$ cat config.mk
export PLATFORM = sky130hd
export DESIGN_NAME = ts_fm_sched
export DESIGN_NICKNAME = d
export VERILOG_FILES = /design/src/rtl/ts_fm_sched.sv
export SDC_FILE = /design/constraint.sdc
export NUM_CORES = 1
export LEC_CHECK = 0
export ABC_CLOCK_PERIOD_IN_PS = 6550
export BUFFER_PORTS_ARGS = -buffer_cell sky130_fd_sc_hd__buf_2
export CORE_UTILIZATION = 35
export CTS_CLUSTER_SIZE = 40
export DETAILED_ROUTE_END_ITERATION = 10
export GPL_ROUTABILITY_DRIVEN = 0
export PLACE_DENSITY_LB_ADDON = 0.15
export REMOVE_ABC_BUFFERS = 1
export SYNTH_ARGS = -nofsm -noshare
export SYNTH_HDL_FRONTEND = slang
export SYNTH_SLANG_ARGS = --single-unit
$ cat constraint.sdc
create_clock -name CLK -period 6.55 [get_ports CLK]
set_clock_uncertainty 0.1 [all_clocks]
set_input_delay 0.9825 -clock CLK [delete_from_list [all_inputs] [get_ports CLK]]
set_output_delay 0.9825 -clock CLK [all_outputs]
set_load 0.01 [all_outputs]
$ cat src/rtl/ts_fm_sched.sv
// ts_fm_sched: write scheduler and chip selector for a TurboSound-FM pair of YM2203s.
//
// CPU writes are posted into a small FIFO and replayed one at a time to the selected
// chip. After each replayed write, the scheduler waits a settle gap counted in CE_YM
// ticks before it issues the next one. A write of 0b11111xxx to the address port is a
// control byte: it updates SEL and FM_ENA and is never forwarded to a chip.
//
// Ports:
//   CLK, RESET_N        clock, synchronous active-low reset
//   CE_CPU, CPU_WR      posted write strobe; CPU_A0 selects the port, CPU_DI is the data
//   CPU_RD, CPU_DO      read request; combinational read data from the selected chip
//   CPU_WAIT            stall while the FIFO is full or while a read waits for writes to drain
//   CE_YM               tick that counts down the settle gap
//   YM_A0, YM_DI        shared bus to both chips (registered, holds its last issued value)
//   YM0_WE, YM1_WE      one-cycle write strobes
//   YM0_DO, YM1_DO      chip read data
//   FM_ENA, SEL, DROP   FM enable, selected chip, sticky overflow flag
module ts_fm_sched #(
  parameter int unsigned DEPTH    = 4,
  parameter int unsigned ADDR_GAP = 4,
  parameter int unsigned DATA_GAP = 24
) (
  input  logic       CLK,
  input  logic       RESET_N,
  input  logic       CE_CPU,
  input  logic       CE_YM,
  input  logic       CPU_WR,
  input  logic       CPU_RD,
  input  logic       CPU_A0,
  input  logic [7:0] CPU_DI,
  output logic [7:0] CPU_DO,
  output logic       CPU_WAIT,
  output logic       YM_A0,
  output logic [7:0] YM_DI,
  output logic       YM0_WE,
  output logic       YM1_WE,
  input  logic [7:0] YM0_DO,
  input  logic [7:0] YM1_DO,
  output logic       FM_ENA,
  output logic       SEL,
  output logic       DROP
);

  localparam int unsigned PW     = $clog2(DEPTH);
  localparam int unsigned CW     = PW + 1;
  localparam int unsigned MaxGap = (ADDR_GAP > DATA_GAP) ? ADDR_GAP : DATA_GAP;
  localparam int unsigned GW     = (MaxGap == 0) ? 1 : $clog2(MaxGap + 1);

  typedef enum logic [1:0] {StIdle, StIssue, StGap} state_e;

  state_e          state_q, state_d;
  logic [8:0]      mem_q [DEPTH];
  logic [PW-1:0]   wr_ptr_q, rd_ptr_q;
  logic [CW-1:0]   count_q, count_d;
  logic [GW-1:0]   gap_q, gap_d;
  logic            sel_q, sel_d;
  logic            fm_ena_q, fm_ena_d;
  logic            drop_q;
  logic            we0_q, we0_d, we1_q, we1_d;
  logic            ym_a0_q, ym_a0_d;
  logic [7:0]      ym_di_q, ym_di_d;

  logic            full, push, push_ok, pop, is_ctrl;
  logic [8:0]      head;

  // Fullness is judged on the registered count, so a pop in the same cycle cannot rescue
  // a push into a full FIFO.
  assign full    = (count_q == CW'(DEPTH));
  assign push    = CE_CPU & CPU_WR;
  assign push_ok = push & ~full;
  assign pop     = (state_q == StIssue);
  assign head    = mem_q[rd_ptr_q];
  assign is_ctrl = ~head[8] & (head[7:3] == 5'b11111);

  always_comb begin
    count_d = count_q;
    unique case ({push_ok, pop})
      2'b10:   count_d = count_q + CW'(1);
      2'b01:   count_d = count_q - CW'(1);
      default: count_d = count_q;
    endcase
  end

  always_comb begin
    state_d  = state_q;
    gap_d    = gap_q;
    sel_d    = sel_q;
    fm_ena_d = fm_ena_q;
    we0_d    = 1'b0;
    we1_d    = 1'b0;
    ym_a0_d  = ym_a0_q;
    ym_di_d  = ym_di_q;
    unique case (state_q)
      StIdle: begin
        if (count_q != '0) state_d = StIssue;
      end
      StIssue: begin
        if (is_ctrl) begin
          // Control bytes retarget later writes only; nothing reaches the chips.
          sel_d    = ~head[0];
          fm_ena_d = ~head[2];
          state_d  = StIdle;
        end else begin
          ym_a0_d = head[8];
          ym_di_d = head[7:0];
          we0_d   = ~sel_q;
          we1_d   = sel_q;
          gap_d   = head[8] ? GW'(DATA_GAP) : GW'(ADDR_GAP);
          state_d = StGap;
        end
      end
      StGap: begin
        if (gap_q == '0) state_d = StIdle;
        else if (CE_YM) gap_d = gap_q - GW'(1);
      end
      default: state_d = StIdle;
    endcase
  end

  // Storage needs no reset: only entries below the count are ever read.
  always_ff @(posedge CLK) begin
    if (push_ok) mem_q[wr_ptr_q] <= {CPU_A0, CPU_DI};
  end

  always_ff @(posedge CLK) begin
    if (!RESET_N) begin
      state_q  <= StIdle;
      wr_ptr_q <= '0;
      rd_ptr_q <= '0;
      count_q  <= '0;
      gap_q    <= '0;
      sel_q    <= 1'b0;
      fm_ena_q <= 1'b1;
      drop_q   <= 1'b0;
      we0_q    <= 1'b0;
      we1_q    <= 1'b0;
      ym_a0_q  <= 1'b0;
      ym_di_q  <= '0;
    end else begin
      state_q  <= state_d;
      count_q  <= count_d;
      gap_q    <= gap_d;
      sel_q    <= sel_d;
      fm_ena_q <= fm_ena_d;
      we0_q    <= we0_d;
      we1_q    <= we1_d;
      ym_a0_q  <= ym_a0_d;
      ym_di_q  <= ym_di_d;
      if (push_ok) wr_ptr_q <= wr_ptr_q + PW'(1);
      if (pop)     rd_ptr_q <= rd_ptr_q + PW'(1);
      if (push & full) drop_q <= 1'b1;
    end
  end

  assign CPU_DO   = sel_q ? YM1_DO : YM0_DO;
  // A read stalls until every earlier posted write has been issued and has settled.
  assign CPU_WAIT = full | (CPU_RD & ((count_q != '0) | (state_q != StIdle)));
  assign YM_A0    = ym_a0_q;
  assign YM_DI    = ym_di_q;
  assign YM0_WE   = we0_q;
  assign YM1_WE   = we1_q;
  assign FM_ENA   = fm_ena_q;
  assign SEL      = sel_q;
  assign DROP     = drop_q;

endmodule
==> impl_metrics.csv, run 1 <==
group,metric,value,unit
status,status,"complete, no violations",
clock_tree,ctsHoldBuffers,0,
synth,synth_area,2840,sq um
placement,port_buffers,53,
timing,setup_viol,0,
clock_tree,cts_tree,"built",
floorplan,start_util,36.5,%
floorplan,dieArea,8470,sq um
clock_tree,cts-root-buf,"clkbuf_8",
route,antenna_left,0,
worst_setup_path,max_stage_delay,0.72,ns
final_layout,seq_area,1680,sq um
clock_tree,h-tree-depth,3,
clock_tree,clkSinkCount,66,
worst_setup_path,end_kind,"register",
worst_setup_path,arrival,2.75,ns
final_layout,diodes,0,
floorplan,io_pins,54,
timing,drv_slew,0,
final_layout,drive_above_1_share,33.9,%
timing,fmax,383,MHz
final_layout,syn_to_final_growth,18.5,%
job,drv_cap,0,
worst_setup_path,slowest_stage,"dfxtp_1",
placement,placed_area,3170,sq um
worst_setup_path,path_class,"register to register",
clock_tree,path_clk_slew,0.07,ns
synth,async_flop_share,0,%
final_layout,fillers,741,
global_routing,grt_pass1_wl,8650,microns
clock_tree,cts_buffers,9,
clock_tree,cts.path.max_buffers,2,
synth,ys_types,45,
synth,avgSynthCellArea,13.2,sq um
worst_hold_path,hold_class,"register to register",
timing,worst_pin_slew,0.704,ns
synth,synth_warnings,0,
worst_setup_path,path_cells,"mux4_2, and4b_1, a2111oi_0, a2111oi_2",
synth,synth_flop_cell,"edfxtp_1",
route,routedWlPerCell,14.4,microns
worst_setup_path,critPathRequiredTime,6.69,ns
floorplan,core,7770,sq um
placement,dp_hpwl,3710,microns
worst_setup_path,cp_max_fo,9,
timing,period_needed,2.61,ns
pwr,cellLeakagePower,1.29,nW
clock_tree,clk-insertion-delay-late,0.34,ns
clock_tree,cts_resized,0,
pwr,ir_drop,0.000140,V
timing,relSlewSlack,52.4,%
timing,finalCritPeriodShare,39.8,%
synth,synth_edf_count,36,
route,drt-initial-drc-count,43,
route,via_per_inst,4.76,
clock_tree,cts_setup_buffers,0,
synth,yosysSeqAreaShare,59.3,%
global_routing,gr-total-overflow,0,
pwr,cellPowerDensity,360,nW/um^2
synth,synth_top_area_cell,"edfxtp_1",
route,wl,5430,microns
route,route.detailed.drc,0,
synth,netlist_instances,215,
floorplan,die_h,92.0,microns
timing,rsz0062_at_grt,"false",
final_layout,multi_input_area,1040,sq um
floorplan,die_width,92.0,microns
synth,ys_seq_elements,66,
synth,synthTopCellsByArea,"edfxtp_1, dfxtp_1, mux4_2, mux2_2, ha_1",
synth,synth_top_area_share,38.1,%
global_routing,grt_max_degree,22,
floorplan,rows,32,
global_routing,grt.total_usage,13.7,%
global_routing,antenna_found_initial,0,
timing,final_hold_viol_count,0,
final_layout,fin_nets,307,
global_routing,grt_pass1_vias,1711,
final_layout,final_area,3360,sq um
route,first_pass_iters,4,
timing,setup_tns,0,ns
worst_setup_path,worst_setup_path_start_kind,"register",
route,num_vias,1791,
final cells by class:
class                      count  share of cell area, %
inverter                      13                   1.45
timing repair buffer          53                   7.89
clock buffer                  10                   3.79
clock inverter                 6                   2.01
multi-input combinational    126                   31.1
tap                          102                   3.79
sequential                    66                   50.0
flip-flops by register name, summed over array words and instances (netlist names), named ones only:
name / count
SEL: 1
count_q: 3
YM1_WE: 1
state_q: 2
YM0_WE: 1
rd_ptr_q: 2
YM_DI: 8
wr_ptr_q: 2
YM_A0: 1
DROP: 1
gap_q: 5
mem_q: 36
FM_ENA: 1
cell families after synthesis:
kind of cell	after synthesis	synth area share, %
AND/OR/NAND/NOR	59	10.5
XOR/XNOR	6	1.85
flip-flops	66	59.3
adder cells (fa/ha/maj)	7	3.35
multiplexers	25	13.2
buffers and inverters	23	3.92
AO/OA/AOI/OAI	29	7.85
final timing paths:
path | start | to | slack [ns] | depth (start not counted)
min | YM_DI[4] | YM_DI[4] | 0.35 | 2
min reg2reg | YM_DI[4] | YM_DI[4] | 0.35 | 2
max | register | gap_q[4] | 3.94 | 4
max reg2reg | register | gap_q[4] | 3.94 | 4
report_power, final:
part           leakage, nW  internal [mW]  total, mW  switching, mW
Clock               0.0925          0.176      0.335          0.158
Sequential           0.571          0.495      0.558         0.0627
Combinational        0.630          0.152      0.317          0.165
Total                 1.29          0.824       1.21          0.386
placed cells by master (no fill, tap or decap), types with 5 or more instances in the layout:
cell type / count
buf_2: 53
mux2i_1: 6
dfxtp_1: 30
ha_1: 6
mux2_2: 9
edfxtp_1: 36
mux4_2: 9
nor2_1: 14
nand2_1: 16
a21oi_1: 8
and2_1: 5
clkbuf_8: 9
inv_1: 13
cells in the mapped netlist, types with 2 or more instances:
library cell   n
inv_1         13
xor2_1         3
nor4_1         3
or4_1          2
mux2i_1        6
dfxtp_1       30
or3_1          2
o21ai_0        4
a21oi_1        8
nand2_1       16
nor2_1        14
nand3_1        3
and2_1         5
ha_1           6
edfxtp_1      36
and3_1         2
clkbuf_1       5
nand2b_1       4
mux2_2         9
o21a_1         2
xnor2_1        3
mux4_2         9
o221a_2        4
nor3_1         3
buf_6          3
worst max-delay path: cells and delay by family (launching register included):
kind | cells | cell delay, ns
DFF | 1 | 0.72
AOI/OAI and AO/OA | 2 | 0.53
muxes | 1 | 0.65
and+or+nand+nor | 1 | 0.50
metal layers:
metal	track usage [%]	routed length [microns]
met5	0	0
met4	4.69	73
met3	5.39	306
met2	21.3	2600
met1	17.3	2450
per-stage QoR:
stage / instances / power [mW] / utilization, % / hold WS [ns] / setup WS (ns)
floorplan: 205 / 0.782 / - / 0.357 / 4.01
detailed placement: 360 / 0.885 / 40.8 / 0.349 / 3.71
finish: 376 / 1.21 / 43.3 / 0.355 / 3.94
global route: 376 / 1.28 / 43.3 / 0.384 / 3.76
CTS: 376 / 1.22 / 43.3 / 0.359 / 3.89
global placement: 360 / 0.889 / 40.8 / 0.343 / 3.80
Power figures use the tool's default switching activity.
==> inputs of run 2 (changes only) <==
--- a/config.mk
+++ b/config.mk
@@ -5,7 +5,7 @@
 export SDC_FILE = /design/constraint.sdc
 export NUM_CORES = 1
 export LEC_CHECK = 0
-export ABC_CLOCK_PERIOD_IN_PS = 6550
+export ABC_CLOCK_PERIOD_IN_PS = 2400
 export BUFFER_PORTS_ARGS = -buffer_cell sky130_fd_sc_hd__buf_2
 export CORE_UTILIZATION = 35
 export CTS_CLUSTER_SIZE = 40
==> constraint.sdc (replaced) <==
create_clock -name CLK -period 2.4 [get_ports CLK]
set_clock_uncertainty 0.1 [all_clocks]
set_input_delay 0.36 -clock CLK [delete_from_list [all_inputs] [get_ports CLK]]
set_output_delay 0.36 -clock CLK [all_outputs]
set_load 0.01 [all_outputs]
==> run 2 against run 1 <==
  * First-iteration DRC count up 100%
  * Non-clock buffer count rose by 9
  * Combinational power rose to 3.2 times the previous value
  * Critical endpoint is now FM_ENA
  * Count of clock-buffer cells in the layout did not move
  * Hold slack got worse by 0.23 ns
  * Critical path type unchanged
==> impl_metrics.csv, run 2 (synthesis gave the netlist of run 1 again) <==
group,metric,value,unit
status,status,"complete, no violations",
worst_setup_path,worst_setup_path_start_kind,"register",
timing,worst_pin_slew,0.492,ns
clock_tree,cts_buffers,9,
worst_setup_path,max_stage_delay,0.56,ns
final_layout,largest_reg_flops,36,
job,drv_cap,0,
worst_setup_path,arrival,2.38,ns
floorplan,io_pins,54,
global_routing,grt_pass1_vias,1729,
floorplan,die_width,92.0,microns
final_layout,drive_above_1_share,36.4,%
pwr,finalPower,3.51,mW
worst_setup_path,path_class,"register to register",
timing,relSlewSlack,67.2,%
route,antenna_left,0,
worst_setup_path,cp_top_family,"multiplexers",
global_routing,grt_pass1_wl,9050,microns
timing,period_needed,2.26,ns
final_layout,final_common_cell,"buf_2",
final_layout,largest_register,"mem_q",
final_layout,layout.cells.most_common_list,"buf_2, edfxtp_1, dfxtp_1, nand2_1, nor2_1",
route,drt-initial-drc-count,88,
worst_setup_path,path_buf_inv,1,
clock_tree,cts_tree,"built",
clock_tree,path_clk_slew,0.08,ns
timing,setup_viol,0,
worst_setup_path,slowest_stage,"mux4_2",
timing,drv_slew,0,
timing,rsz0062_at_grt,"false",
floorplan,die_h,92.0,microns
worst_setup_path,critPathRequiredTime,2.53,ns
route,wl,5570,microns
route,num_vias,1838,
global_routing,gr-total-overflow,0,
timing,finalCritPeriodShare,94.0,%
route,route.detailed.drc,0,
floorplan,dieArea,8470,sq um
route,first_pass_iters,4,
final_layout,diodes,0,
global_routing,grt_max_degree,21,
clock_tree,clk-insertion-delay-late,0.35,ns
worst_hold_path,hold_class,"primary input to register",
floorplan,rows,32,
clock_tree,clkSinkCount,66,
pwr,cellLeakagePower,1.36,nW
clock_tree,cts_setup_buffers,0,
final_layout,syn_to_final_growth,22.2,%
worst_setup_path,cp_max_fo,8,
route,via_per_inst,4.77,
timing,fmax,443,MHz
placement,place_inst,369,
final_layout,instances_no_fill,385,
global_routing,antenna_found_initial,0,
worst_setup_path,path_cells,"buf_12, mux4_2, and4b_1, nand3_1, mux2_1",
global_routing,grt.total_usage,14.3,%
pwr,ir_drop,0.000480,V
floorplan,core,7770,sq um
route,routedWlPerCell,14.5,microns
placement,port_buffers,53,
final_layout,fin_nets,316,
timing,final_hold_viol_count,0,
pwr,cellPowerDensity,1010,nW/um^2
worst_setup_path,end_kind,"register",
timing,setup_tns,0,ns
clock_tree,cts_resized,0,
clock_tree,cts.path.max_buffers,2,
floorplan,start_util,36.5,%
clock_tree,h-tree-depth,3,
placement,dp_hpwl,3930,microns
clock_tree,ctsHoldBuffers,0,
clock_tree,cts-root-buf,"clkbuf_8",
-- run 2: cell type report --
type	instances	area, sq um
clock buffer	10	128
tap	102	128
clock inverter	6	90.1
multi-input combinational	126	1050
fill	730	4300
inverter	13	48.8
timing repair buffer	62	345
sequential	66	1680
-- run 2: metrics by stage --
stage	hold slack, ns	cell area (sq um)	setup slack, ns	utilization (%)
floorplan	0.357	2780	0.0806	-
global placement	0.345	3250	0.175	41.8
detailed placement	0.354	3250	0.144	41.8
CTS	0.109	3470	0.142	44.6
global route	0.109	3470	0.0310	44.7
finish	0.125	3470	0.144	44.7
-- run 2: worst register-to-register path, cell delays in order (launching register included) --
cell and delay [ns]:
dfxtp_1 0.40, buf_12 0.16, mux4_2 0.57, and4b_1 0.42, nand3_1 0.17, mux2_1 0.33
-- run 2: where the power goes --
group	switching (mW)	total, mW	internal (mW)	leakage, nW
clock	0.430	1.02	0.588	0.107
sequential	0.134	1.49	1.35	0.571
combinational	0.512	1.01	0.496	0.678
-- run 2: worst paths after layout --
path / from / endpoint / slack, ns / depth (start not counted)
setup reg to reg: register / FM_ENA / 0.14 / 5
setup / recovery: register / FM_ENA / 0.14 / 5
hold / removal: CPU_DI[2] / mem_q[3][2] / 0.12 / 1
hold reg to reg: YM_DI[4] / YM_DI[4] / 0.36 / 2
-- run 2: routing by layer --
layer | track usage [%] | vias up | share of wire, %
met2 | 21.5 | 39 | 47
met3 | 6.47 | 8 | 5.6
met5 | 0 | - | 0
li1 | - | 915 | -
met4 | 4.30 | 0 | 1.3
met1 | 18.5 | 876 | 46
==> inputs of run 3 (changes only) <==
--- a/config.mk
+++ b/config.mk
@@ -7,7 +7,7 @@
 export LEC_CHECK = 0
 export ABC_CLOCK_PERIOD_IN_PS = 2400
 export BUFFER_PORTS_ARGS = -buffer_cell sky130_fd_sc_hd__buf_2
-export CORE_UTILIZATION = 35
+export CORE_UTILIZATION = 30
 export CTS_CLUSTER_SIZE = 40
 export DETAILED_ROUTE_END_ITERATION = 10
 export GPL_ROUTABILITY_DRIVEN = 0
==> run 3 against run 2 <==
  * Register-to-register slack gained 0.07 ns
  * Via count up 0.49%
  * Sequential share of layout area down 0.64 points
  * Maximum frequency increased by 3.1%
  * Final area grew 1.3%
  * Hold slack got worse by 0.0011 ns
  * Die area grew 16%
  * Count of clock-buffer cells in the layout fell by 1
  * Critical path depth is the same
  * Sequential power barely moved
==> impl_metrics.csv, run 3 (synthesis gave the netlist of run 1 again) <==
group,metric,value,unit
timing,finalCritPeriodShare,91.1,%
timing,setup_viol,0,
clock_tree,ctsHoldBuffers,0,
route,routedWlPerCell,14.7,microns
route,route.detailed.drc,0,
clock_tree,cts_buffers,9,
global_routing,grt.total_usage,12.5,%
clock_tree,cts-root-buf,"clkbuf_8",
timing,drv_slew,0,
route,wl,5790,microns
timing,setup_ws,0.213,ns
clock_tree,cts_setup_buffers,0,
route,antenna_left,0,
worst_setup_path,path_class,"register to register",
route,num_vias,1847,
timing,setup_tns,0,ns
timing,fmax,457,MHz
final_layout,layout.cells.most_common_list,"buf_2, edfxtp_1, dfxtp_1, nand2_1, nor2_1",
global_routing,grt_max_degree,21,
floorplan,rows,35,
worst_setup_path,worst_setup_path_start_kind,"register",
final_layout,largest_register,"mem_q",
worst_setup_path,end_kind,"register",
timing,relSlewSlack,66.5,%
worst_setup_path,slowest_stage,"mux4_2",
pwr,cellLeakagePower,1.37,nW
floorplan,die_h,99.3,microns
pwr,cellPowerDensity,1040,nW/um^2
worst_setup_path,path_cells,"buf_12, mux4_2, and4b_1, nand3_1, mux2_1",
clock_tree,path_clk_slew,0.08,ns
global_routing,grt_pass1_vias,1724,
timing,worst_pin_slew,0.490,ns
timing,rsz0062_at_grt,"false",
placement,post-place-ws,0.214,ns
route,first_pass_iters,4,
worst_hold_path,hold_class,"primary input to register",
floorplan,die_width,99.3,microns
floorplan,core,9200,sq um
final_layout,fin_nets,317,
final_layout,instances_no_fill,395,
floorplan,io_pins,54,
worst_setup_path,cp_max_fo,9,
worst_setup_path,critPathRequiredTime,2.54,ns
global_routing,grt_pass1_wl,9160,microns
pwr,ir_drop,0.000409,V
timing,final_hold_viol_count,0,
placement,place_inst,379,
clock_tree,cts.path.max_buffers,2,
floorplan,start_util,30.9,%
final_layout,drive_above_1_share,36.6,%
job,drv_cap,0,
pwr,finalPower,3.67,mW
clock_tree,clk-insertion-delay-late,0.35,ns
final_layout,syn_to_final_growth,23.9,%
clock_tree,cts_tree,"built",
status,status,"complete, no violations",
worst_setup_path,max_stage_delay,0.57,ns
route,via_per_inst,4.68,
final_layout,diodes,0,
final_layout,final_common_cell,"buf_2",
floorplan,dieArea,9850,sq um
global_routing,gr-total-overflow,0,
worst_setup_path,arrival,2.33,ns
placement,port_buffers,53,
clock_tree,clkSinkCount,66,
final_layout,largest_reg_flops,36,
timing,period_needed,2.19,ns
global_routing,antenna_found_initial,0,
placement,dp_hpwl,4050,microns
clock_tree,h-tree-depth,3,
route,drt-initial-drc-count,67,
timing,hold-worst-slack,0.123,ns
clock_tree,cts_resized,0,
[run 3: layer usage]
layer / vias to the layer above / global-route usage (%) / part of all wire (%) / wire [microns]
li1: 918 / - / - / -
met1: 888 / 16.9 / 50 / 2920
met2: 31 / 18.3 / 44 / 2570
met3: 10 / 4.08 / 3.7 / 215
met4: 0 / 5.43 / 1.6 / 91
met5: - / 0 / 0 / 0
[run 3: final cells by class]
type / count / area, sq um
fillers: 895 / 5680
flip-flops and latches: 66 / 1680
multi-input cells: 126 / 1040
repair buffers: 63 / 353
well taps: 111 / 139
clock buffers: 9 / 124
clock inverters: 7 / 124
inverters: 13 / 48.8
[run 3: where the power goes]
group / internal [mW] / leakage, nW / switching [mW]
sequential: 1.35 / 0.571 / 0.133
combinational: 0.503 / 0.683 / 0.516
clock: 0.699 / 0.120 / 0.463
[run 3: path summary, 6_finish.rpt]
check	startpoint	to	slack (ns)	cells after the start
hold / removal	CPU_DI[2]	mem_q[3][2]	0.12	1
setup / recovery	register	FM_ENA	0.21	5
setup reg to reg	register	FM_ENA	0.21	5
hold reg to reg	YM_DI[4]	YM_DI[4]	0.36	2
[run 3: metrics by stage]
step,instance area [sq um],util [%]
6_report,3510,38.2
5_1_grt,3510,38.2
4_1_cts,3510,38.2
3_5_place_dp,3270,35.5
3_3_place_gp,3270,35.5
2_1_floorplan,2780,-
[run 3: worst max-delay path, delay by kind of cell (launching register included)]
kind	cells	cell delay [ns]
buffers and inverters	1	0.15
multiplexers	2	0.90
flip-flops	1	0.36
AND/OR/NAND/NOR	2	0.57
